===== config.mk =====
export PLATFORM = sky130hd
export DESIGN_NAME = game_flow_ctrl
export DESIGN_NICKNAME = d
export VERILOG_FILES = /design/src/rtl/game_pkg.sv /design/src/rtl/spawn_sched.sv /design/src/rtl/game_flow_ctrl.sv
export SDC_FILE = /design/constraint.sdc
export NUM_CORES = 1
export LEC_CHECK = 0
export BUFFER_PORTS_ARGS = -buffer_cell sky130_fd_sc_hd__buf_2
export CAP_MARGIN = 20
export CORE_ASPECT_RATIO = 1.5
export CORE_UTILIZATION = 45
export CTS_CLUSTER_DIAMETER = 120
export DETAILED_ROUTE_END_ITERATION = 6
export PLACE_DENSITY_LB_ADDON = 0.05
export SYNTH_ARGS = -nofsm -noshare
export SYNTH_HDL_FRONTEND = slang
export SYNTH_SLANG_ARGS = --single-unit

===== constraint.sdc =====
create_clock -name clk_i -period 4.3 [get_ports clk_i]
set_clock_uncertainty 0.1 [all_clocks]
set_input_delay 0.86 -clock clk_i [delete_from_list [all_inputs] [get_ports clk_i]]
set_output_delay 0.86 -clock clk_i [all_outputs]
set_load 0.02 [all_outputs]

===== src/rtl/game_pkg.sv =====
// game_pkg: shared state encoding, screen codes and default timing for the game flow.
// GAME_PAUSE_EN widens the state to 3 bits and adds ST_PAUSE.
package game_pkg;
`ifdef GAME_PAUSE_EN
   localparam int ST_W = 3;
`else
   localparam int ST_W = 2;
`endif
   typedef enum logic [ST_W-1:0] {
      ST_START, ST_PLAY, ST_DYING, ST_OVER
`ifdef GAME_PAUSE_EN
      , ST_PAUSE
`endif
   } state_t;
   localparam logic [1:0] SCR_START = 2'd0;
   localparam logic [1:0] SCR_GAME  = 2'd1;
   localparam logic [1:0] SCR_BLANK = 2'd2;
   localparam logic [1:0] SCR_OVER  = 2'd3;
   localparam int DEATH_TICKS_DEF = 100;
   localparam int SPAWN_BASE_DEF  = 200;
   localparam int SPAWN_DEC_DEF   = 20;
   localparam int SPAWN_MIN_DEF   = 40;
   localparam int LEVEL_STEP_DEF  = 10;
   localparam int SCORE_W_DEF     = 14;
   // Guards the subtraction so a large level*dec never wraps below the floor.
   function automatic int spawn_interval(input logic [2:0] lvl, input int base, input int dec, input int mn);
      int d;
      d = int'(lvl) * dec;
      return (d >= base || base - d < mn) ? mn : base - d;
   endfunction
endpackage


===== src/rtl/spawn_sched.sv =====
// spawn_sched: counts ticks while running and pulses spawn_req_o once per level-dependent interval.
module spawn_sched
   import game_pkg::*;
#(
   parameter int SPAWN_BASE = SPAWN_BASE_DEF,
   parameter int SPAWN_DEC  = SPAWN_DEC_DEF,
   parameter int SPAWN_MIN  = SPAWN_MIN_DEF
) (
   input  logic       clk_i,
   input  logic       rst_ni,
   input  logic       tick_i,
   input  logic       run_i,
   input  logic       clr_i,
   input  logic [2:0] level_i,
   output logic       spawn_req_o
);
   localparam int CW = $clog2(SPAWN_BASE + 1);
   logic [CW-1:0] cnt_q, cnt_d, last;
   logic hit, spawn_q;
   assign last = CW'(spawn_interval(level_i, SPAWN_BASE, SPAWN_DEC, SPAWN_MIN) - 1);
   // >= rather than == so a level-up that shortens the interval cannot strand the counter
   assign hit = run_i & tick_i & (cnt_q >= last);
   always_comb cnt_d = (clr_i | hit) ? '0 : (run_i & tick_i) ? cnt_q + 1'b1 : cnt_q;
   always_ff @(posedge clk_i or negedge rst_ni) begin
      if (!rst_ni) begin
         cnt_q   <= '0;
         spawn_q <= 1'b0;
      end else begin
         cnt_q   <= cnt_d;
         spawn_q <= hit & ~clr_i;
      end
   end
   assign spawn_req_o = spawn_q;
endmodule


===== src/rtl/game_flow_ctrl.sv =====
// game_flow_ctrl: START/PLAY/DYING/OVER sequencer owning score, level, high score and spawn timing.
// Defining GAME_PAUSE_EN adds a PAUSE state toggled by enter during play.
module game_flow_ctrl
   import game_pkg::*;
#(
   parameter int DEATH_TICKS = DEATH_TICKS_DEF,
   parameter int SPAWN_BASE  = SPAWN_BASE_DEF,
   parameter int SPAWN_DEC   = SPAWN_DEC_DEF,
   parameter int SPAWN_MIN   = SPAWN_MIN_DEF,
   parameter int LEVEL_STEP  = LEVEL_STEP_DEF,
   parameter int SCORE_W     = SCORE_W_DEF
) (
   input  logic               clk_i,
   input  logic               rst_ni,
   input  logic               tick_i,
   input  logic               enter_i,
   input  logic               p_boom_i,
   input  logic               ep_boom_i,
   input  logic [3:0]         health_i,
   output logic [ST_W-1:0]    state_o,
   output logic               play_en_o,
   output logic               game_rst_o,
   output logic               spawn_req_o,
   output logic [2:0]         level_o,
   output logic [SCORE_W-1:0] score_o,
   output logic [SCORE_W-1:0] hi_score_o,
   output logic [1:0]         screen_sel_o
);
   localparam int KW = $clog2(LEVEL_STEP + 1);
   localparam int DW = $clog2(DEATH_TICKS + 1);
   state_t state_q, state_d;
   logic [SCORE_W-1:0] score_q, score_d, hi_q, hi_d;
   logic [2:0] level_q, level_d;
   logic [KW-1:0] kill_q, kill_d;
   logic [DW-1:0] death_q, death_d;
   logic [1:0] screen_d, screen_q;
   logic enter_q, enter_rise, start_game, kill, level_up, game_rst_q, play_en_q;
   // health alone decides death, so the hit pulse carries no extra information
   logic unused_p_boom;
   assign unused_p_boom = p_boom_i;
   assign enter_rise = enter_i & ~enter_q;
   assign start_game = enter_rise & (state_q == ST_START || state_q == ST_OVER);
   assign kill       = ep_boom_i & (state_q == ST_PLAY);
   assign level_up   = kill & (kill_q == KW'(LEVEL_STEP - 1));
   always_comb begin
      state_d  = state_q;
      death_d  = death_q;
      hi_d     = hi_q;
      score_d  = start_game ? '0 : (kill & ~&score_q) ? score_q + 1'b1 : score_q;
      kill_d   = (start_game | level_up) ? '0 : kill ? kill_q + 1'b1 : kill_q;
      level_d  = start_game ? '0 : (level_up && level_q != 3'd7) ? level_q + 1'b1 : level_q;
      case (state_q)
         ST_START: if (enter_rise) state_d = ST_PLAY;
         ST_PLAY: begin
            if (health_i == 4'd0) begin
               state_d = ST_DYING;
               death_d = '0;
            end
`ifdef GAME_PAUSE_EN
            else if (enter_rise) state_d = ST_PAUSE;
`endif
         end
         ST_DYING: begin
            if (tick_i && death_q == DW'(DEATH_TICKS - 1)) begin
               state_d = ST_OVER;
               hi_d    = (score_q > hi_q) ? score_q : hi_q;
            end else if (tick_i) death_d = death_q + 1'b1;
         end
         ST_OVER: if (enter_rise) state_d = ST_PLAY;
`ifdef GAME_PAUSE_EN
         ST_PAUSE: if (enter_rise) state_d = ST_PLAY;
`endif
         default: state_d = ST_START;
      endcase
      screen_d = (state_d == ST_START) ? SCR_START :
                 (state_d == ST_OVER) ? SCR_OVER :
                 (state_d == ST_DYING && death_d[3]) ? SCR_BLANK : SCR_GAME;
   end
   always_ff @(posedge clk_i or negedge rst_ni) begin
      if (!rst_ni) begin
         state_q    <= ST_START;
         enter_q    <= 1'b0;
         score_q    <= '0;
         hi_q       <= '0;
         level_q    <= '0;
         kill_q     <= '0;
         death_q    <= '0;
         screen_q   <= SCR_START;
         game_rst_q <= 1'b0;
         play_en_q  <= 1'b0;
      end else begin
         state_q    <= state_d;
         enter_q    <= enter_i;
         score_q    <= score_d;
         hi_q       <= hi_d;
         level_q    <= level_d;
         kill_q     <= kill_d;
         death_q    <= death_d;
         screen_q   <= screen_d;
         game_rst_q <= start_game;
         play_en_q  <= (state_d == ST_PLAY);
      end
   end
   spawn_sched #(
      .SPAWN_BASE(SPAWN_BASE),
      .SPAWN_DEC (SPAWN_DEC),
      .SPAWN_MIN (SPAWN_MIN)
   ) u_spawn (
      .clk_i      (clk_i),
      .rst_ni     (rst_ni),
      .tick_i     (tick_i),
      .run_i      (play_en_q),
      .clr_i      (start_game),
      .level_i    (level_q),
      .spawn_req_o(spawn_req_o)
   );
   assign state_o      = state_q;
   assign play_en_o    = play_en_q;
   assign game_rst_o   = game_rst_q;
   assign level_o      = level_q;
   assign score_o      = score_q;
   assign hi_score_o   = hi_q;
   assign screen_sel_o = screen_q;
endmodule


After elaboration in Yosys (flattened, before gate mapping) --
Cells that the tools add are included. W data, S select, Z words.
Storage, ports and cells: logic and storage cells 87, bits of input ports 10, flip-flop bits (word level) 58, output and inout port bits 38
Operators by class: bitwise gates (word level) 12, eq/ne operators 12, order comparisons 4, $add $sub $neg 7, multipliers 1, mux-type cells 20, reductions and logical operators 18
Operator list (number):
- $ge A32 B9 Y1 const B | 1
- $lt A32 B7 Y1 const B | 1
- $mux W14 | 2
- $mux W8 | 3
- $mux W7 | 3
- $add A14 B1 Y14 const B | 1
- $gt A14 B14 Y1 | 1
- $pmux W7 S2 | 1
- $reduce_and A14 Y1 | 1
- $mux W2 | 6
- $reduce_bool A2 Y1 | 5
- $sub A8 B8 Y9 const A | 1
- $add A8 B1 Y8 const B | 1
- $and A1 B1 Y1 | 8
- $eq A2 B2 Y1 const B | 4
- $ge A8 B8 Y1 | 1
- $mux W4 | 2
- $sub A8 B2 Y8 const B | 1
- $add A7 B1 Y7 const B | 1
- $eq A7 B7 Y1 const B | 1
- $mul A3 B3 Y6 const B | 1
- $mux W3 | 2
- $pmux W2 S3 | 1
- $add A4 B1 Y4 const B | 1
- 16 further kinds | 24

Longest topological paths before layout --
Gate-level depths: netlist of run 1.
word-level depth 10, gate-level depth with buffers 16, depth with buffers taken out 16

Modules after synthesis --
A second synthesis of run 1 with hierarchy kept.
Second synthesis, totals: cells, all modules 379, area, all modules 3654.8 um2
Modules (own cells, without submodules):
- game_flow_ctrl | cells each 268, area an instance 2717.6 um2, seq. area each 1226.2 um2, instances 1
- spawn_sched | cells each 111, area an instance 937.1 um2, seq. area each 225.2 um2, instances 1

Least setup slack after synthesis of run 1 --
Ideal clock, no wire load.
path kind register to register, start register level_q[0], in the netlist level_o[0], end register u_spawn.cnt_q[1], arrival 3.370 ns, library setup time 0.122 ns, required time 4.078 ns, buffers on the path 0, cell stages (with the launch flop) 15, clock period less this slack 3.592 ns, slack 0.708 ns, cells stage by stage dfrtp_1 > ha_1 > and2_1 > ha_1 > or4_1 > o211ai_1 > nor2_1 > nor2_1 > a31oi_1 > ha_1 > and4_1 > nor3b_1 > a22oi_2 > and2_4 > a32o_1
On the way: longest elaborated chain between the ends 10, elaborated cells on any way between the ends 12, classes of those cells add/sub: 2; mul: 1; order compare: 3; mux: 2; bitwise: 2; reduce/logical: 2
Ends and longest elaborated chain:
- start: declaration | line game_flow_ctrl.sv:33 | logic [2:0] level_q, level_d;
- start signal: assignment | line game_flow_ctrl.sv:96 | level_q <= level_d;
- $mul A3 B3 Y6 (*) | line game_pkg.sv:28 | d = int'(lvl) * dec;
- $sub A8 B8 Y9 | line game_pkg.sv:29 | return (d >= base || base - d < mn) ? mn : base - d;
- $lt A32 B7 Y1 | line game_pkg.sv:29
- $logic_or A1 B1 Y1 | line game_pkg.sv:29
- $mux W8 (*) | line game_pkg.sv:29
- $sub A8 B2 Y8 (*) | line spawn_sched.sv:20 | assign last = CW'(spawn_interval(level_i, SPAWN_BASE, SPAWN_DEC, SPAWN_MIN) - 1);
- $ge A8 B8 Y1 (*) | line spawn_sched.sv:22 | assign hit = run_i & tick_i & (cnt_q >= last);
- $and A1 B1 Y1 (*) | line spawn_sched.sv:22
- $or A1 B1 Y1 (*) | line spawn_sched.sv:23 | always_comb cnt_d = (clr_i | hit) ? '0 : (run_i & tick_i) ? cnt_q + 1'b1 : cnt_q;
- $mux W8 or $reduce_bool A2 Y1 (tied branches)
- end signal: assignment | line spawn_sched.sv:29 | cnt_q <= cnt_d;
- end: declaration | line spawn_sched.sv:18 | logic [CW-1:0] cnt_q, cnt_d, last;
Every way passes the cells marked *; elsewhere a longest branch is shown, timed or not. A chain may end at the register's enable or synchronous reset.

Worst setup path after layout of run 1 --
Ends and elaborated chain as after synthesis.

==> results of run 1 <==
-- cells in the mapped netlist (3+ instances only) --
| cell type | instances |
|---|---|
| dfrtp_1 | 58 |
| nor2_1 | 45 |
| ha_1 | 32 |
| inv_1 | 27 |
| nand2_1 | 22 |
| o21ai_0 | 20 |
| xor2_1 | 14 |
| mux2_2 | 13 |
| xnor2_1 | 13 |
| a21oi_1 | 10 |
| and2_1 | 8 |
| and3_1 | 8 |
| nand3_1 | 8 |
| nand4_1 | 8 |
| nor3_1 | 7 |
| a31oi_1 | 6 |
| a21o_1 | 5 |
| or3_1 | 5 |
| a211oi_1 | 4 |
| mux2i_1 | 4 |
| nand2b_1 | 4 |
| nor2b_1 | 4 |
| o31ai_1 | 4 |
| and4_1 | 3 |
| buf_6 | 3 |
| clkbuf_1 | 3 |
| nor4_1 | 3 |
-- routing by layer --
layer,GRT usage [%],part of all wire (%),up-vias
met5,0,0,-
met4,7.55,1.4,0
met3,3.89,3.1,6
met2,35.6,53,37
met1,23.8,42,1391
li1,-,-,1427
-- final timing paths --
kind	startpoint	end	slack, ps	cells after the start
setup / recovery	level_o[0]$_DFFE_PN0P_	u_spawn.cnt_q[1]$_DFFE_PN0P_	410	13
hold / removal	death_q[5]$_DFFE_PN0P_	death_q[5]$_DFFE_PN0P_	420	1
setup reg to reg	level_o[0]$_DFFE_PN0P_	u_spawn.cnt_q[1]$_DFFE_PN0P_	410	13
hold reg to reg	death_q[5]$_DFFE_PN0P_	death_q[5]$_DFFE_PN0P_	420	1
max in group asynchronous	rst_ni	hi_score_o[3]$_DFFE_PN0P_	2890	3
min in group asynchronous	rst_ni	death_q[5]$_DFFE_PN0P_	430	1
-- critical path, stage by stage (launching register included) --
cell	delay (ps)
dfrtp_1	450
ha_1	490
or4bb_1	550
a31oi_1	330
nor2_1	120
nor2_1	120
nor2_1	80
and2_1	150
ha_1	280
and4_1	230
nor3b_1	270
a22oi_2	170
and2_4	200
a32o_1	230
-- state kept, by name, summed over array words and instances, names as in the netlist --
| register | cells |
|---|---|
| hi_score_o | 14 |
| enter_q | 1 |
| u_spawn.cnt_q | 8 |
| score_o | 14 |
| death_q | 7 |
| game_rst_o | 1 |
| level_o | 3 |
| kill_q | 4 |
| state_o | 2 |
| u_spawn.spawn_req_o | 1 |
| screen_sel_o | 2 |
| play_en_o | 1 |
-- kinds of logic after synthesis --
family	count (synthesis)	synth area share [%]
mux	17	5.19
flops	58	40.4
fa+ha+maj	32	11.2
buf+inv	35	4.43
xor+xnor	27	6.59
compound gates	66	12.8
simple gates	136	19.4
-- layout make-up --
cell class / count / share of cell area, %
clock buffers: 12 / 6.08
clock inverters: 3 / 0.356
inverters: 27 / 2.40
multi-input cells: 278 / 46.9
flip-flops and latches: 58 / 34.4
well taps: 102 / 3.02
repair buffers: 51 / 6.82
-- power by group --
group          internal [mW]  total [mW]  switching [mW]
registers              0.563       0.576          0.0127
logic                 0.0224      0.0619          0.0395
clock network          0.414       0.641           0.228
total                  0.999        1.28           0.280
==> flow_metrics.tcl, run 1 <==
set metrics [dict create \
    avgSynthCellArea_um2 9.68 \
    fin_nets 467 \
    clk_pin_slew_worst_paths_ps 50 \
    grt_pass1_vias 2851 \
    dpl_cell_area_um2 3920 \
    final.min_clock_period_ps 3890 \
    diodes 0 \
    dr_total_vias 2861 \
    final_area_um2 4220 \
    grt-ovfl-total 0 \
    drc 0 \
    regArea_um2 1450 \
    port_buffers 46 \
    power.leakage_nw 2.19 \
    first_pass_iters 4 \
    die_h_um 111 \
    fin_util_pct 55.1 \
    slew-limit-headroom_pct 49.8 \
    clock_latency_ps 320 \
    holdBufCountCts 0 \
    async_reset_ff_share_pct 100 \
    ys_types 52 \
    cts-resized-gates 0 \
    hpwlAfterDp_um 5640 \
    synth-main-ff-cell "dfrtp_1" \
    holdCritPathClass "flop to flop" \
    synth-edff-count 0 \
    htreeDepth 3 \
    grt_max_degree 46 \
    dp_slack_ps 454 \
    ant_nets 0 \
    power-per-cell-area_nw_per_um2 303 \
    seq_area_frac_synth_pct 40.4 \
    cp.arrival_ps 3990 \
    nFillCells 722 \
    synthCells 371 \
    post-route-period-util_pct 90.4 \
    gp_congestion 0.788 \
    wl_per_cell_um 14.5 \
    hold_viol 0 \
    ir_drop_uv 212 \
    whs_ps 416 \
    cp.required_ps 4400 \
    rows 39 \
    multiInputGateArea_um2 1980 \
    tns_ps 0 \
    start_kind "flop" \
    grt_pass1_wl_um 12900 \
    fmax_mhz 257 \
    rsz0062_at_grt "false" \
    synth.area.top_cells "dfrtp_1, ha_1, nor2_1" \
    yosysWarnings 0 \
    gr-usage-all-layers_pct 20.3 \
    drv_cap 0 \
    ys_ff_latch 58 \
    setup_viol 0 \
    synth.net_count 413 \
    end_kind "flop" \
    numCtsBuffers 9 \
    ctsLongestPathBuffers 2 \
    num_io_pins 48 \
    cts_setup_buffers 0 \
    layout_commonest_cell "dfrtp_1" \
    tightest_slew_ps 748 \
    die-area_um2 8350 \
    clkSinkCount 58 \
    yosys.area.top_type "dfrtp_1" \
    dp_cells 515 \
    finalWorstSetupSlack_ps 412 \
    coreArea_um2 7660 \
    finalPower_mw 1.28 \
    die_w_um 74.9 \
    drive_above_1_share_pct 20.3 \
    initial_utilization_pct 46.9 \
    fin_cells 531 \
    root_buffer "clkbuf_16" \
    cp_max_fo 13 \
    cts_tree "yes" \
    drt_iter0_drc 63 \
    critPathKind "flop to flop" \
    drv_slew 0 \
    syn_to_final_growth_pct 17.5 \
    routed_wl_um 7680 \
    synth.top_cell.area_share_pct 40.4 \
    viasPerCell 5.39 \
    status "complete, no violations" \
    netlist_area_um2 3590 \
    antenna_found_initial 0 \
    layout_common_cells "dfrtp_1, buf_2, nor2_1" \
]
Note: power is estimated with default switching activity, not from simulation.
==> run 2, diff against run 1 <==
Settings changed: PLACE_DENSITY_LB_ADDON 0.05 to default.
==> run 2 against run 1 <==
Against the previous run:
- highest routed layer unchanged
- die area unchanged
- first-iteration DRC count grew 16%
- critical path type unchanged
- power grew 2.1%
- register-to-register slack worse by 90 ps
- core utilization increased by 0.065 points
- count of clock-buffer cells in the layout grew 2
- sequential share of layout area is essentially flat
- via count grew 0.42%
- sequential power about the same
- global-route usage grew 0.59 points
- worst setup slack lost 88 ps
==> flow_metrics.tcl, run 2 (synthesis results as in run 1) <==
set metrics [dict create \
    status "complete, no violations" \
    clk_pin_slew_worst_paths_ps 50 \
    grt_pass1_wl_um 13100 \
    worstPathCellList "ha_1 -> and2_1 -> ha_1 -> or4_1 -> o211ai_1 -> nor2_1 -> nor2_1 -> and2_1 -> ha_1 -> a21o_1 -> a21o_1 -> a21oi_1 -> o21ai_0 -> o21bai_1 -> nor2_1" \
    post-route-period-util_pct 92.5 \
    antenna_found_initial 0 \
    finalWorstSetupSlack_ps 324 \
    final.min_clock_period_ps 3980 \
    cp.required_ps 4450 \
    dr_total_vias 2873 \
    num_io_pins 48 \
    drc 0 \
    viasPerCell 5.40 \
    layout_common_cells "dfrtp_1, buf_2, nor2_1" \
    start_kind "flop" \
    end_kind "flop" \
    htreeDepth 3 \
    dp_slack_ps 319 \
    drive_above_1_share_pct 20.2 \
    reg2reg_to "u_spawn.cnt_q[5]$_DFFE_PN0P_" \
    slew-limit-headroom_pct 45.6 \
    drv_cap 0 \
    setup_viol 0 \
    diodes 0 \
    fmax_mhz 252 \
    routed_wl_um 7730 \
    dpl_cell_area_um2 3920 \
    die-area_um2 8350 \
    syn_to_final_growth_pct 17.7 \
    cts_setup_buffers 0 \
    numCtsBuffers 9 \
    ir_drop_uv 313 \
    ctsLongestPathBuffers 2 \
    cp_max_fo 13 \
    first_pass_iters 4 \
    fin_cells 532 \
    dp_cells 515 \
    reg2reg_slack_ps 320 \
    rows 39 \
    holdBufCountCts 0 \
    finalPower_mw 1.31 \
    power-per-cell-area_nw_per_um2 309 \
    crit_path_max_incr_delay_ps 570 \
    clkSinkCount 58 \
    grt_pass1_vias 2888 \
    final_area_um2 4220 \
    critPathKind "flop to flop" \
    reg2regPathDepth 15 \
    drv_slew 0 \
    cts-resized-gates 0 \
    cp.arrival_ps 4130 \
    crit_slowest_cell "or4_1" \
    drt_iter0_drc 73 \
    tns_ps 0 \
    power.leakage_nw 2.19 \
    holdCritPathClass "input port to asynchronous set/reset pin" \
    crit_path_start "level_o[0]$_DFFE_PN0P_" \
    port_buffers 46 \
    gr-usage-all-layers_pct 20.9 \
    hpwlAfterDp_um 5710 \
    tightest_slew_ps 812 \
    root_buffer "clkbuf_16" \
    gp_congestion 0.736 \
    die_h_um 111 \
    initial_utilization_pct 46.9 \
    grt_max_degree 47 \
    die_w_um 74.9 \
    rsz0062_at_grt "false" \
    fin_util_pct 55.1 \
    clock_latency_ps 330 \
    grt-ovfl-total 0 \
    hold_viol 0 \
    whs_ps 327 \
    fin_nets 467 \
    cts_tree "yes" \
    worstReg2RegStart "level_o[0]$_DFFE_PN0P_" \
    layout_commonest_cell "dfrtp_1" \
    wl_per_cell_um 14.5 \
    coreArea_um2 7660 \
    ant_nets 0 \
]
run 2: changes by cell type in the layout (fill, tap and decap cells not counted):
cell,delta
buf_16,-1
clkbuf_1,+1
buf_12,+1
clkinv_2,-1
clkbuf_8,+1
run 2: layer usage:
layer  vias up  wire [um]  track usage (%)
met5         -          0                0
met4         0        103             9.06
met3         9        167             3.62
met2        41       4210             38.7
met1      1398       3250             22.1
li1       1425          -                -
run 2: where the power goes:
part	internal, mW	total, mW	leakage (nW)	switching (mW)
combinational	0.0218	0.0616	1.28	0.0398
clock	0.434	0.669	0.143	0.235
sequential	0.563	0.575	0.773	0.0119
total	1.02	1.31	2.19	0.287
run 2: worst max-delay path, delay by kind of cell, from the launching register on:
family	cells	cell delay, ps
adder cells (fa/ha/maj)	3	840
flip-flops	1	520
AND/OR/NAND/NOR	6	1270
AO/OA/AOI/OAI	6	1190
run 2: how the worst max path moves through the flow:
stage                                              end  slack [ps]  cells past startpoint
after detailed placement  u_spawn.cnt_q[5]$_DFFE_PN0P_         320                     15
after CTS                 u_spawn.cnt_q[5]$_DFFE_PN0P_         300                     15
after floorplan           u_spawn.cnt_q[1]$_DFFE_PN0P_         710                     14
after global routing      u_spawn.cnt_q[5]$_DFFE_PN0P_         100                     15
final                     u_spawn.cnt_q[5]$_DFFE_PN0P_         320                     15
after global placement    u_spawn.cnt_q[1]$_DFFE_PN0P_         430                     14
run 2: final cells by class:
cell class              count  area [um^2]
repair buffers             51          280
clock inverters             2         10.0
flip-flops and latches     58         1450
fillers                   736         3440
well taps                 102          128
inverters                  27          101
multi-input cells         278         1980
clock buffers              14          274
==> run 3, diff against run 2 <==
Settings changed: REMOVE_ABC_BUFFERS from default to 1.
==> run 3 against run 2 <==
Against the previous run:
- sequential share of layout area barely moved
- global-route usage decreased by 0.73 points
- combinational power is 3.4% lower
- register-to-register slack improved by 140 ps
- final area decreased by 0.12%
- core utilization is 0.065 points lower
- die area unchanged
- power increased by 3.5%
- clock power grew 7.2%
- worst setup slack improved by 140 ps
- routed wire length decreased by 3.0%
==> flow_metrics.tcl, run 3 (synthesis results as in run 1) <==
set metrics [dict create \
    critPathKind "flop to flop" \
    hold_start "death_q[1]$_DFFE_PN0P_" \
    drv_slew 0 \
    ctsLongestPathBuffers 2 \
    gp_congestion 0.771 \
    grt-ovfl-total 0 \
    die_h_um 111 \
    cts_tree "yes" \
    drt_iter0_drc 53 \
    drv_cap 0 \
    holdCritPathClass "flop to flop" \
    tns_ps 0 \
    num_io_pins 48 \
    nFillCells 750 \
    cp.arrival_ps 3990 \
    first_pass_iters 4 \
    htreeDepth 3 \
    worstPathCellList "ha_1 -> and2_1 -> ha_1 -> or4_1 -> o211ai_1 -> nor2_1 -> nor2_1 -> and2_1 -> ha_1 -> a21o_1 -> a21o_1 -> a21oi_1 -> o21ai_0 -> o21bai_1 -> nor2_1" \
    dp_slack_ps 458 \
    start_kind "flop" \
    layout_common_cells "dfrtp_1, buf_2, nor2_1" \
    status "complete, no violations" \
    coreArea_um2 7660 \
    crit_path_max_incr_delay_ps 560 \
    gr-usage-all-layers_pct 20.2 \
    port_buffers 46 \
    grt_pass1_wl_um 12800 \
    rows 39 \
    holdBufCountCts 0 \
    syn_to_final_growth_pct 17.5 \
    fin_nets 466 \
    fmax_mhz 261 \
    clk_pin_slew_worst_paths_ps 50 \
    routed_wl_um 7490 \
    cp.required_ps 4460 \
    viasPerCell 5.31 \
    numCtsBuffers 9 \
    die_w_um 74.9 \
    clkSinkCount 58 \
    die-area_um2 8350 \
    grt_max_degree 31 \
    hold_viol 0 \
    end_kind "flop" \
    crit_slowest_cell "or4_1" \
    grt_pass1_vias 2783 \
    initial_utilization_pct 46.9 \
    cts-resized-gates 0 \
    rsz0062_at_grt "false" \
    drc 0 \
    diodes 0 \
    layout_commonest_cell "dfrtp_1" \
    finalWorstSetupSlack_ps 463 \
    drive_above_1_share_pct 19.8 \
    ir_drop_uv 255 \
    slew-limit-headroom_pct 49.3 \
    setup_viol 0 \
    tightest_slew_ps 757 \
    root_buffer "clkbuf_16" \
    hpwlAfterDp_um 5460 \
    worstReg2RegStart "level_o[0]$_DFFE_PN0P_" \
    final.min_clock_period_ps 3840 \
    crit_path_start "level_o[0]$_DFFE_PN0P_" \
    cts_setup_buffers 0 \
    antenna_found_initial 0 \
    wl_per_cell_um 14.1 \
    clock_latency_ps 330 \
    post-route-period-util_pct 89.2 \
    power-per-cell-area_nw_per_um2 320 \
    cp_max_fo 7 \
    ant_nets 0 \
    power.leakage_nw 2.19 \
    dr_total_vias 2822 \
]
## run 3: area by class of cell
class	instances	area [um^2]	area share, %
clock buffers	14	264	6.26
clock inverters	2	35.0	0.830
inverters	27	101	2.40
multi-input cells	278	1980	46.9
flip-flops and latches	58	1450	34.4
well taps	102	128	3.02
repair buffers	50	260	6.17
## run 3: per-stage QoR
step	instances	util, %	power (mW)	hold WS (ps)	area [um^2]
floorplan	363	-	0.612	368	3530
CTS	531	55.1	1.37	407	4220
finish	531	55.1	1.35	403	4220
detailed placement	515	51.2	0.644	397	3920
global placement	515	51.2	0.642	393	3920
global route	531	55.1	1.40	438	4220
## run 3: path summary, 6_finish.rpt
check	slack, ps	depth (start not counted)	endpoint
max in group asynchronous	2790	2	state_o[1]$_DFF_PN0_
worst min register to register	400	2	death_q[1]$_DFFE_PN0P_
worst max register to register	460	15	u_spawn.cnt_q[5]$_DFFE_PN0P_
min in group asynchronous	450	1	hi_score_o[8]$_DFFE_PN0P_
worst min-delay path	400	2	death_q[1]$_DFFE_PN0P_
worst max-delay path	460	15	u_spawn.cnt_q[5]$_DFFE_PN0P_
## run 3: metal layers
metal | share of wire (%) | GRT usage (%)
met5 | 0 | 0
met4 | 1.9 | 7.92
met3 | 2.3 | 4.07
met2 | 51 | 33.4
met1 | 45 | 25.3
## run 3: critical path, delay by kind of cell, from the launching register on
kind / cells / cell delay (ps)
adders and majority gates: 3 / 790
DFF: 1 / 460
AOI/OAI and AO/OA: 6 / 1160
and+or+nand+nor: 6 / 1270
## run 3: where the power goes
part	internal [mW]	switching [mW]	leakage [nW]	total, mW
sequential	0.563	0.0117	0.773	0.575
combinational	0.0198	0.0396	1.27	0.0595
clock	0.479	0.239	0.147	0.717
